$ cat config.mk
export PLATFORM = sky130hd
export DESIGN_NAME = muller_c_sequencer
export DESIGN_NICKNAME = d
export VERILOG_FILES = /design/src/rtl/muller_seq_pkg.sv /design/src/rtl/muller_seq_lfsr.sv /design/src/rtl/muller_c_sequencer.sv
export SDC_FILE = /design/constraint.sdc
export NUM_CORES = 1
export LEC_CHECK = 0
export CORE_AREA = 4 4 89 91
export DETAILED_ROUTE_END_ITERATION = 8
export DIE_AREA = 0 0 93 95
export PLACE_DENSITY = 0.83
export SETUP_SLACK_MARGIN = 0.5
export SLEW_MARGIN = 30
export SYNTH_ARGS = -nofsm -noshare
export SYNTH_HDL_FRONTEND = slang
export SYNTH_SLANG_ARGS = --single-unit
$ cat constraint.sdc
create_clock -name CLK_33MHZ_FPGA -period 8.9 [get_ports CLK_33MHZ_FPGA]
set_input_delay 2.67 -clock CLK_33MHZ_FPGA [delete_from_list [all_inputs] [get_ports CLK_33MHZ_FPGA]]
set_output_delay 2.67 -clock CLK_33MHZ_FPGA [all_outputs]
set_load 0.01 [all_outputs]
$ cat src/rtl/muller_seq_pkg.sv
// Shared types and constants for the Muller C-gate self-test sequencer.
package muller_seq_pkg;

  typedef enum logic [2:0] {
    ST_IDLE,
    ST_INIT,
    ST_APPLY,
    ST_SETTLE,
    ST_CHECK,
    ST_DONE
  } seq_state_t;

  localparam int FIXED_LEN = 8;
  localparam int ERR_W     = 16;

  // Each entry is {a, b}; walks every C-gate transition including both hold cases.
  localparam logic [1:0] FIXED_ROM [FIXED_LEN] = '{
    2'b01, 2'b11, 2'b10, 2'b00, 2'b10, 2'b11, 2'b01, 2'b00
  };

  // Right-shifting Fibonacci form of taps 16,14,13,11 (bits 0,2,3,5).
  localparam logic [15:0] LFSR_TAPS = 16'h002D;

  function automatic logic [3:0] popcount8(input logic [7:0] v);
    logic [3:0] n;
    n = '0;
    for (int i = 0; i < 8; i++) n = n + {3'b000, v[i]};
    return n;
  endfunction

endpackage

$ cat src/rtl/muller_seq_lfsr.sv
// 16-bit Fibonacci LFSR with seed reload and step enable; exposes only the low OUT_W bits.
module muller_seq_lfsr
  import muller_seq_pkg::*;
#(
  parameter logic [15:0] SEED  = 16'hACE1,
  parameter int          OUT_W = 8
) (
  input  logic             clk,
  input  logic             rst_n,
  input  logic             load,
  input  logic             step,
  output logic [OUT_W-1:0] bits
);

  logic [15:0] state;

  always_ff @(posedge clk or negedge rst_n) begin
    if (!rst_n)     state <= SEED;
    else if (load)  state <= SEED;
    else if (step)  state <= {^(state & LFSR_TAPS), state[15:1]};
  end

  assign bits = state[OUT_W-1:0];

endmodule

$ cat src/rtl/muller_c_sequencer.sv
// Self-test sequencer driving N_GATES Muller C gates and checking them against a reference model.
// Optional first-failure capture ports are enabled with `define MULLER_SEQ_FAIL_CAPTURE_EN.
module muller_c_sequencer
  import muller_seq_pkg::*;
#(
  parameter int          N_GATES       = 4,
  parameter int          SETTLE_CYCLES = 16,
  parameter int          NUM_VECTORS   = 256,
  parameter logic [15:0] LFSR_SEED     = 16'hACE1
) (
  input  logic               CLK_33MHZ_FPGA,
  input  logic               RST_N,
  input  logic               start,
  input  logic               mode,
  input  logic               stop_on_error,
  input  logic [N_GATES-1:0] gate_c,
  output logic [N_GATES-1:0] gate_a,
  output logic [N_GATES-1:0] gate_b,
  output logic               busy,
  output logic               done,
  output logic               pass,
  output logic [N_GATES-1:0] err_mask,
  output logic [ERR_W-1:0]   err_count,
  output logic [15:0]        vec_idx
`ifdef MULLER_SEQ_FAIL_CAPTURE_EN
  ,
  output logic [15:0]        first_fail_idx,
  output logic [N_GATES-1:0] first_fail_a,
  output logic [N_GATES-1:0] first_fail_b,
  output logic [N_GATES-1:0] first_fail_c
`endif
);

  localparam int CNT_W = $clog2(SETTLE_CYCLES);

  seq_state_t           state;
  logic [CNT_W-1:0]     cnt;
  logic                 mode_q, stop_q;
  logic [N_GATES-1:0]   c_exp, sync1, sync2, mism, vec_a, vec_b;
  logic [2*N_GATES-1:0] lfsr_bits;
  logic [15:0]          last_idx;
  logic                 accept, cnt_last, at_last, stop_now, lfsr_step;
  logic [ERR_W:0]       pop_ext, err_sum;

  muller_seq_lfsr #(.SEED(LFSR_SEED), .OUT_W(2*N_GATES)) u_lfsr (
    .clk   (CLK_33MHZ_FPGA),
    .rst_n (RST_N),
    .load  (accept),
    .step  (lfsr_step),
    .bits  (lfsr_bits)
  );

  always_ff @(posedge CLK_33MHZ_FPGA or negedge RST_N) begin
    if (!RST_N) begin
      sync1 <= '0;
      sync2 <= '0;
    end else begin
      sync1 <= gate_c;
      sync2 <= sync1;
    end
  end

  assign mism      = sync2 ^ c_exp;
  assign accept    = start && !busy && (state == ST_IDLE || state == ST_DONE);
  assign cnt_last  = (cnt == CNT_W'(SETTLE_CYCLES - 1));
  assign last_idx  = mode_q ? 16'(NUM_VECTORS - 1) : 16'(FIXED_LEN - 1);
  assign at_last   = (vec_idx == last_idx);
  assign stop_now  = stop_q && (mism != '0);
  assign lfsr_step = (state == ST_CHECK) && !stop_now && !at_last;
  assign pop_ext   = {{(ERR_W - 3){1'b0}}, popcount8(8'(mism))};
  assign err_sum   = {1'b0, err_count} + pop_ext;

  always_comb begin
    vec_a = '0;
    vec_b = '0;
    if (mode_q) begin
      for (int i = 0; i < N_GATES; i++) begin
        vec_a[i] = lfsr_bits[2*i];
        vec_b[i] = lfsr_bits[2*i+1];
      end
    end else begin
      vec_a = {N_GATES{FIXED_ROM[vec_idx[2:0]][1]}};
      vec_b = {N_GATES{FIXED_ROM[vec_idx[2:0]][0]}};
    end
  end

  // DONE spends its first cycle publishing the result; busy stays high until then.
  always_ff @(posedge CLK_33MHZ_FPGA or negedge RST_N) begin
    if (!RST_N) begin
      state     <= ST_IDLE;
      cnt       <= '0;
      mode_q    <= 1'b0;
      stop_q    <= 1'b0;
      gate_a    <= '0;
      gate_b    <= '0;
      busy      <= 1'b0;
      done      <= 1'b0;
      pass      <= 1'b0;
      err_mask  <= '0;
      err_count <= '0;
      vec_idx   <= '0;
      c_exp     <= '0;
    end else if (accept) begin
      mode_q    <= mode;
      stop_q    <= stop_on_error;
      err_mask  <= '0;
      err_count <= '0;
      vec_idx   <= '0;
      done      <= 1'b0;
      pass      <= 1'b0;
      busy      <= 1'b1;
      cnt       <= '0;
      state     <= ST_INIT;
    end else begin
      case (state)
        ST_INIT: begin
          gate_a <= '0;
          gate_b <= '0;
          c_exp  <= '0;
          if (cnt_last) begin
            cnt   <= '0;
            state <= ST_APPLY;
          end else begin
            cnt <= cnt + CNT_W'(1);
          end
        end
        ST_APPLY: begin
          gate_a <= vec_a;
          gate_b <= vec_b;
          c_exp  <= (vec_a & vec_b) | (c_exp & (vec_a | vec_b));
          cnt    <= '0;
          state  <= ST_SETTLE;
        end
        ST_SETTLE: begin
          if (cnt_last) begin
            cnt   <= '0;
            state <= ST_CHECK;
          end else begin
            cnt <= cnt + CNT_W'(1);
          end
        end
        ST_CHECK: begin
          err_mask  <= err_mask | mism;
          err_count <= err_sum[ERR_W] ? '1 : err_sum[ERR_W-1:0];
          if (stop_now || at_last) begin
            state <= ST_DONE;
          end else begin
            vec_idx <= vec_idx + 16'd1;
            state   <= ST_APPLY;
          end
        end
        ST_DONE: begin
          if (!done) begin
            busy <= 1'b0;
            done <= 1'b1;
            pass <= (err_count == '0);
          end
        end
        default: ;
      endcase
    end
  end

`ifdef MULLER_SEQ_FAIL_CAPTURE_EN
  always_ff @(posedge CLK_33MHZ_FPGA or negedge RST_N) begin
    if (!RST_N) begin
      first_fail_idx <= '0;
      first_fail_a   <= '0;
      first_fail_b   <= '0;
      first_fail_c   <= '0;
    end else if (accept) begin
      first_fail_idx <= '0;
      first_fail_a   <= '0;
      first_fail_b   <= '0;
      first_fail_c   <= '0;
    end else if (state == ST_CHECK && mism != '0 && err_count == '0) begin
      first_fail_idx <= vec_idx;
      first_fail_a   <= gate_a;
      first_fail_b   <= gate_b;
      first_fail_c   <= sync2;
    end
  end
`endif

endmodule
==> results of run 1 <==
where the power goes:
part	total, mW	switching, mW	internal (mW)
logic	0.243	0.145	0.0978
clock network	0.237	0.131	0.106
registers	0.477	0.0527	0.424
layout by cell type, fill, tap and decap left out, drive strengths merged, types with 2 or more instances in the layout:
| cell type | synthesis | routed |
|---|---|---|
| o31ai | 9 | 9 |
| or4 | 4 | 4 |
| dfstp | 8 | 8 |
| nor2 | 39 | 39 |
| nor3b | 2 | 2 |
| a211oi | 7 | 7 |
| o211ai | 4 | 4 |
| or3b | 2 | 2 |
| fa | 3 | 3 |
| o21ai | 32 | 32 |
| xnor2 | 5 | 5 |
| inv | 10 | 10 |
| buf | 4 | 4 |
| nand2 | 55 | 55 |
| dfrtp | 76 | 76 |
| ha | 3 | 3 |
| nand4 | 8 | 8 |
| mux2i | 5 | 5 |
| and2 | 3 | 3 |
| and4 | 3 | 3 |
| or3 | 5 | 5 |
| nand3 | 23 | 23 |
| a21o | 6 | 6 |
| a31oi | 3 | 3 |
| nor3 | 13 | 13 |
| a22o | 7 | 7 |
| nor2b | 4 | 4 |
| xor2 | 7 | 7 |
| nor4 | 7 | 7 |
| and3 | 4 | 4 |
| or2 | 3 | 3 |
| a21oi | 32 | 32 |
| clkdlybuf4s50 | 0 | 54 |
| clkbuf | 13 | 12 |
cells by family (layout without fill, tap and decap cells):
family,count (synthesis),after routing,share of synthesized area (%)
adders and majority gates,7,7,2.636
buffers and inverters,27,82,2.574
DFF,84,84,51.73
muxes,5,5,1.226
AOI/OAI and AO/OA,110,110,17.90
xor gates and xnor gates,12,12,2.758
and+or+nand+nor,178,178,21.18
sequential cells by signal (all words and copies together), names as in the netlist:
| name | count |
|---|---|
| busy | 1 |
| c_exp | 4 |
| cnt | 4 |
| done | 1 |
| err_count | 16 |
| err_mask | 4 |
| gate_a | 4 |
| gate_b | 4 |
| mode_q | 1 |
| pass | 1 |
| state | 3 |
| stop_q | 1 |
| sync1 | 4 |
| sync2 | 4 |
| u_lfsr.state | 16 |
| vec_idx | 16 |
metrics by stage:
stage / std cells / hold WS [ps] / worst slack [ps] / util [%]
after CTS: 577 / 348.6 / 4494 / 68.32
after detailed placement: 563 / 336.4 / 4123 / 66.11
final: 577 / 346.3 / 4479 / 68.44
after global routing: 577 / 361.4 / 4439 / 68.44
after global placement: 563 / 333.1 / 4122 / 66.06
after floorplan: 423 / 331.2 / 4777 / -
worst paths after layout:
| kind | start | end | slack, ps | cells past startpoint |
|---|---|---|---|---|
| max | start | err_mask[3] | 4480 | 4 |
| min | sync1[2] | sync2[2] | 350 | 0 |
| max reg2reg | c_exp[2] | err_count[6] | 5570 | 10 |
| min reg2reg | sync1[2] | sync2[2] | 350 | 0 |
| max in group asynchronous | RST_N | u_lfsr.state[3] | 6040 | 1 |
| min in group asynchronous | RST_N | err_count[6] | 2350 | 1 |
layer usage:
metal	vias to the layer above	track usage [%]
li1	1630	-
met1	1685	31.22
met2	129	35.51
met3	16	3.825
met4	0	9.890
met5	-	0
cell usage after synthesis, types with 2 or more instances:
library cell / instances / area share (%)
xor2_1: 6 / 1.3
a31oi_1: 3 / 0.46
or2_2: 3 / 0.46
o211ai_1: 3 / 0.55
ha_1: 3 / 0.92
nand4_1: 8 / 1.2
mux2i_1: 5 / 1.2
o21ai_0: 30 / 3.7
nor3_1: 12 / 1.5
a21oi_1: 32 / 3.9
nor2_1: 39 / 3.6
nand3_1: 23 / 2.8
or4_1: 4 / 0.74
fa_1: 3 / 1.5
clkbuf_1: 13 / 1.2
nor2b_1: 4 / 0.61
xnor2_1: 5 / 1.1
inv_1: 10 / 0.92
buf_2: 3 / 0.37
a22o_1: 7 / 1.5
a211oi_1: 6 / 1.1
dfstp_2: 8 / 5.1
or3_1: 5 / 0.77
and2_1: 3 / 0.46
nor3b_1: 2 / 0.37
and3_1: 4 / 0.61
o31ai_1: 9 / 1.7
dfrtp_1: 76 / 47
nand2_1: 55 / 5.1
a21o_1: 6 / 1.1
and4_1: 3 / 0.64
nor4_1: 7 / 1.1
final cells by class:
class	count	share of cell area (%)
Sequential cell	84	43.24
Multi-Input combinational cell	312	38.47
Timing Repair Buffer	58	11.76
Clock buffer	12	2.971
Tap cell	99	2.536
Inverter	10	0.7684
Clock inverter	2	0.2561
==> results_dict.tcl, run 1 <==
set metrics [dict create \
    die_x_microns 93 \
    start_util_pct 57.21 \
    met1Wirelength_microns 4147 \
    tightest_slew_ps 758.3 \
    dr.pass1.iters 5 \
    nNetsFinal 490 \
    crit_buf_inv 1 \
    clk_pin_slew_ps 80 \
    areaGrowthSynthToFinish_pct 19.64 \
    setup_viol 0 \
    cts_root_buf "clkbuf_8" \
    wire_per_inst_microns 16.46 \
    vias 3460 \
    ys_seq_area_share_pct 51.73 \
    io_pins 56 \
    final.setup_skew_ps 12.26 \
    clock_latency_ps 350 \
    path_delay_family "simple AND/OR/NAND/NOR gates" \
    critPathMaxStageDelay_ps 690 \
    critPathArrivalTime_ps 4660 \
    htree_levels 3 \
    fmax_mhz 226.2 \
    clock_sinks 84 \
    dr_wl_met2_microns 4513 \
    worstPathCellList "clkdlybuf4s50_1 > or3b_2 > or3_1 > a22o_1" \
    cts_setup_buffers 0 \
    grt_overflow 0 \
    drt_iter0_drc 295 \
    syn_inst 423 \
    rows 31 \
    finalPower_mw 0.9568 \
    synth_edf_count 0 \
    fin_crit_ps 4421 \
    ant_nets 0 \
    die_h_microns 95 \
    critPathCaptureType "register" \
    hold_viol 0 \
    leakage_nw 2.103 \
    slew_violations 0 \
    layout-drive-gt1-share_pct 7.531 \
    wl_microns 9496 \
    dieArea_sq_mm 0.008835 \
    powerDensity_mw_per_mm2 195.9 \
    critPathRequiredTime_ps 9140 \
    path_max_fanout 21 \
    ir_drop_v 0.0001049 \
    crit_slowest_cell "or3_1" \
    hpwl_microns 6469 \
    grt_max_degree 85 \
    seqCellArea_sq_mm 0.002112 \
    placed_area_sq_mm 0.004718 \
    viasPerCell 5.997 \
    gp_congestion 0.8509 \
    cts-resized-gates 0 \
    multi_input_area_sq_mm 0.001879 \
    cts-hold-fix-buffers 0 \
    grt_pass1_vias 3285 \
    synth_nets 438 \
    syn_area_per_cell_sq_um 9.652 \
    yosysUniqueCellTypes 55 \
    synth_ff_type "dfrtp_1" \
    period_share_pct 49.67 \
    rsz0062_at_grt "false" \
    cp-start-kind "input port" \
    slew_headroom_pct 49.28 \
    num-fill-cells 564 \
    cts_buffer_depth 2 \
    io_buffers 55 \
    hp-class "reg2reg" \
    grt_pass1_wl_microns 15850 \
    fin_area_sq_mm 0.004885 \
    routed.top_layer "met4" \
    antennaDiodeCount 0 \
    cts_tree "done" \
    async_flop_share_pct 100.0 \
    synth.ff_latch_count 84 \
    ys_warn_count 0 \
    antenna_found_initial 0 \
    tns_ps 0 \
    grtUsageTotal_pct 22.64 \
    critPathKind "in2reg" \
    fp.coreArea_sq_mm 0.007137 \
    outcome "completed" \
    wl_met3_microns 596 \
    maxCapViolations 0 \
    drc 0 \
    netlist_area_sq_mm 0.004083 \
    numCtsBuffers 9 \
]
No activity file was read; power rests on OpenSTA's default activity.
==> run 2, diff against run 1 <==
Settings changed: CORE_AREA 4 4 89 91 to 4 4 97 99, DIE_AREA 0 0 93 95 to 0 0 101 103, PLACE_DENSITY 0.83 to 0.74.
Clock period 8.9 ns to 3.5 ns, I/O delays scaled along.
==> results_dict.tcl, run 2 (same netlist as run 1, synthesis figures left out) <==
set metrics [dict create \
    hp-start "sync1[1]" \
    layout_common_cells "76 x dfrtp_1, 55 x nand2_1, 54 x clkdlybuf4s50_1" \
    dr.pass1.iters 5 \
    critPathMaxStageDelay_ps 500 \
    seqCellArea_sq_mm 0.002112 \
    vias 3472 \
    reg2reg_slack_ps 670 \
    slew_headroom_pct 47.39 \
    antenna_found_initial 0 \
    die_h_microns 103 \
    wire_per_inst_microns 16.13 \
    clock_latency_ps 360 \
    hold_depth 0 \
    io_buffers 55 \
    period_share_pct 80.95 \
    grt_max_degree 85 \
    tns_ps 0 \
    cts_root_buf "clkbuf_8" \
    areaGrowthSynthToFinish_pct 23.41 \
    fin_crit_ps 2833 \
    maxCapViolations 0 \
    grt_overflow 0 \
    final.setup_skew_ps 6.197 \
    reg2reg_to "err_count[3]" \
    crit_slowest_cell "fa_1" \
    ir_drop_v 0.0002535 \
    grt_util_met2_pct 31.24 \
    die_x_microns 101 \
    path_max_fanout 5 \
    slew_violations 0 \
    hpwl_microns 6397 \
    rsz0062_at_grt "false" \
    wl_microns 9530 \
    final_common_cell "dfrtp_1" \
    powerDensity_mw_per_mm2 519.1 \
    drc 0 \
    reg_top3 "err_count: 16 flops, u_lfsr.state: 16 flops, vec_idx: 16 flops" \
    hold_viol 0 \
    clk_pin_slew_ps 90 \
    fmax_mhz 353.0 \
    setup_viol 0 \
    drt_iter0_drc 225 \
    cp-start-kind "register" \
    grtUsageTotal_pct 19.50 \
    num-fill-cells 730 \
    fp.coreArea_sq_mm 0.008551 \
    gp_congestion 0.8388 \
    grt_pass1_vias 3317 \
    multi_input_area_sq_mm 0.001932 \
    critPathRequiredTime_ps 3750 \
    leakage_nw 2.152 \
    viasPerCell 5.875 \
    worstPathCellList "xor2_2 > inv_1 > fa_1 > inv_1 > fa_2 > fa_2 > nand3_2 > or2_4 > a21oi_1 > o221a_2" \
    critPathCaptureType "register" \
    critPathKind "reg2reg" \
    cts_buffer_depth 2 \
    grt_pass1_wl_microns 16040 \
    io_pins 56 \
    antennaDiodeCount 0 \
    critPathArrivalTime_ps 3090 \
    r2r_start "c_exp[2]" \
    nNetsFinal 493 \
    start_util_pct 47.75 \
    htree_levels 3 \
    numCtsBuffers 9 \
    hp-class "reg2reg" \
    ant_nets 0 \
    layout-drive-gt1-share_pct 10.77 \
    tightest_slew_ps 786.7 \
    rows 34 \
    fin_util_pct 58.93 \
    clock_sinks 84 \
    cts_tree "done" \
    hold-path-endpoint "sync2[1]" \
    rr_worst_depth 10 \
    grt_use_met1_pct 26.24 \
    cts-hold-fix-buffers 0 \
    grtUsageMet3_pct 3.315 \
    dieArea_sq_mm 0.01040 \
    globalRoute.busiestLayer "met2" \
    outcome "completed" \
]
==> run 2: changes by cell type in the layout (fill, tap and decap cells not counted), sizes merged <==
| cell | delta |
|---|---|
| bufinv | +2 |
| clkinvlp | +1 |
| clkbuf | -1 |
| buf | +3 |
| inv | +1 |
| clkinv | -1 |
==> run 2: worst max-delay path by stage <==
stage | start | endpoint | slack, ps | depth (start not counted)
2_1_floorplan | c_exp[2] | err_count[3] | 610 | 10
3_3_place_gp | start | err_mask[1] | 340 | 4
3_5_place_dp | c_exp[0] | err_count[10] | 270 | 11
4_1_cts | c_exp[0] | err_count[3] | 510 | 10
5_1_grt | c_exp[2] | err_count[10] | 510 | 11
6_report | c_exp[2] | err_count[3] | 670 | 10
==> run 2: critical path: cells and delay by family (launching register included) <==
kind,cells,cell delay (ps)
AOI/OAI and AO/OA,2,350
xor gates and xnor gates,1,190
adders and majority gates,3,1320
buffers and inverters,2,150
DFF,1,430
and+or+nand+nor,2,300
==> run 2: cell type report <==
| class | count | share of cell area, % |
|---|---|---|
| clock buffer | 11 | 2.806 |
| clock inverter | 5 | 1.664 |
| inverter | 10 | 0.7450 |
| multi-input combinational | 312 | 38.34 |
| sequential | 84 | 41.92 |
| tap | 108 | 2.682 |
| timing repair buffer | 61 | 11.85 |
==> run 2: stage by stage <==
step	total power [mW]	setup WS, ps	instances	cell area (sq um)	hold slack, ps
6_report	2.616	666.8	591	5039	353.9
5_1_grt	2.758	508.9	591	5039	360.5
4_1_cts	2.631	508.9	590	5009	357.3
3_5_place_dp	1.833	271.4	573	4737	337.0
3_3_place_gp	1.818	335.9	573	4733	336.0
2_1_floorplan	1.602	605.5	423	4083	331.2
==> run 2: what timing repair did <==
| action | in CTS | in global routing |
|---|---|---|
| resized for setup | 5 | 6 |
| pin swaps | 1 | 2 |
| endpoints found under the setup margin | 10 | 8 |
| buffers inserted | 1 | 1 |
==> run 2: power breakdown <==
part | switching [mW] | leakage (nW) | internal (mW)
Clock | 0.362 | 0.106 | 0.424
Sequential | 0.134 | 1.10 | 1.08
Combinational | 0.361 | 0.943 | 0.256
Total | 0.856 | 2.15 | 1.76
==> run 2: per-layer routing <==
layer	vias to the layer above	routed length, microns
met3	17	527
met4	0	202
li1	1635	-
met2	103	4587
met5	-	0
met1	1717	4213
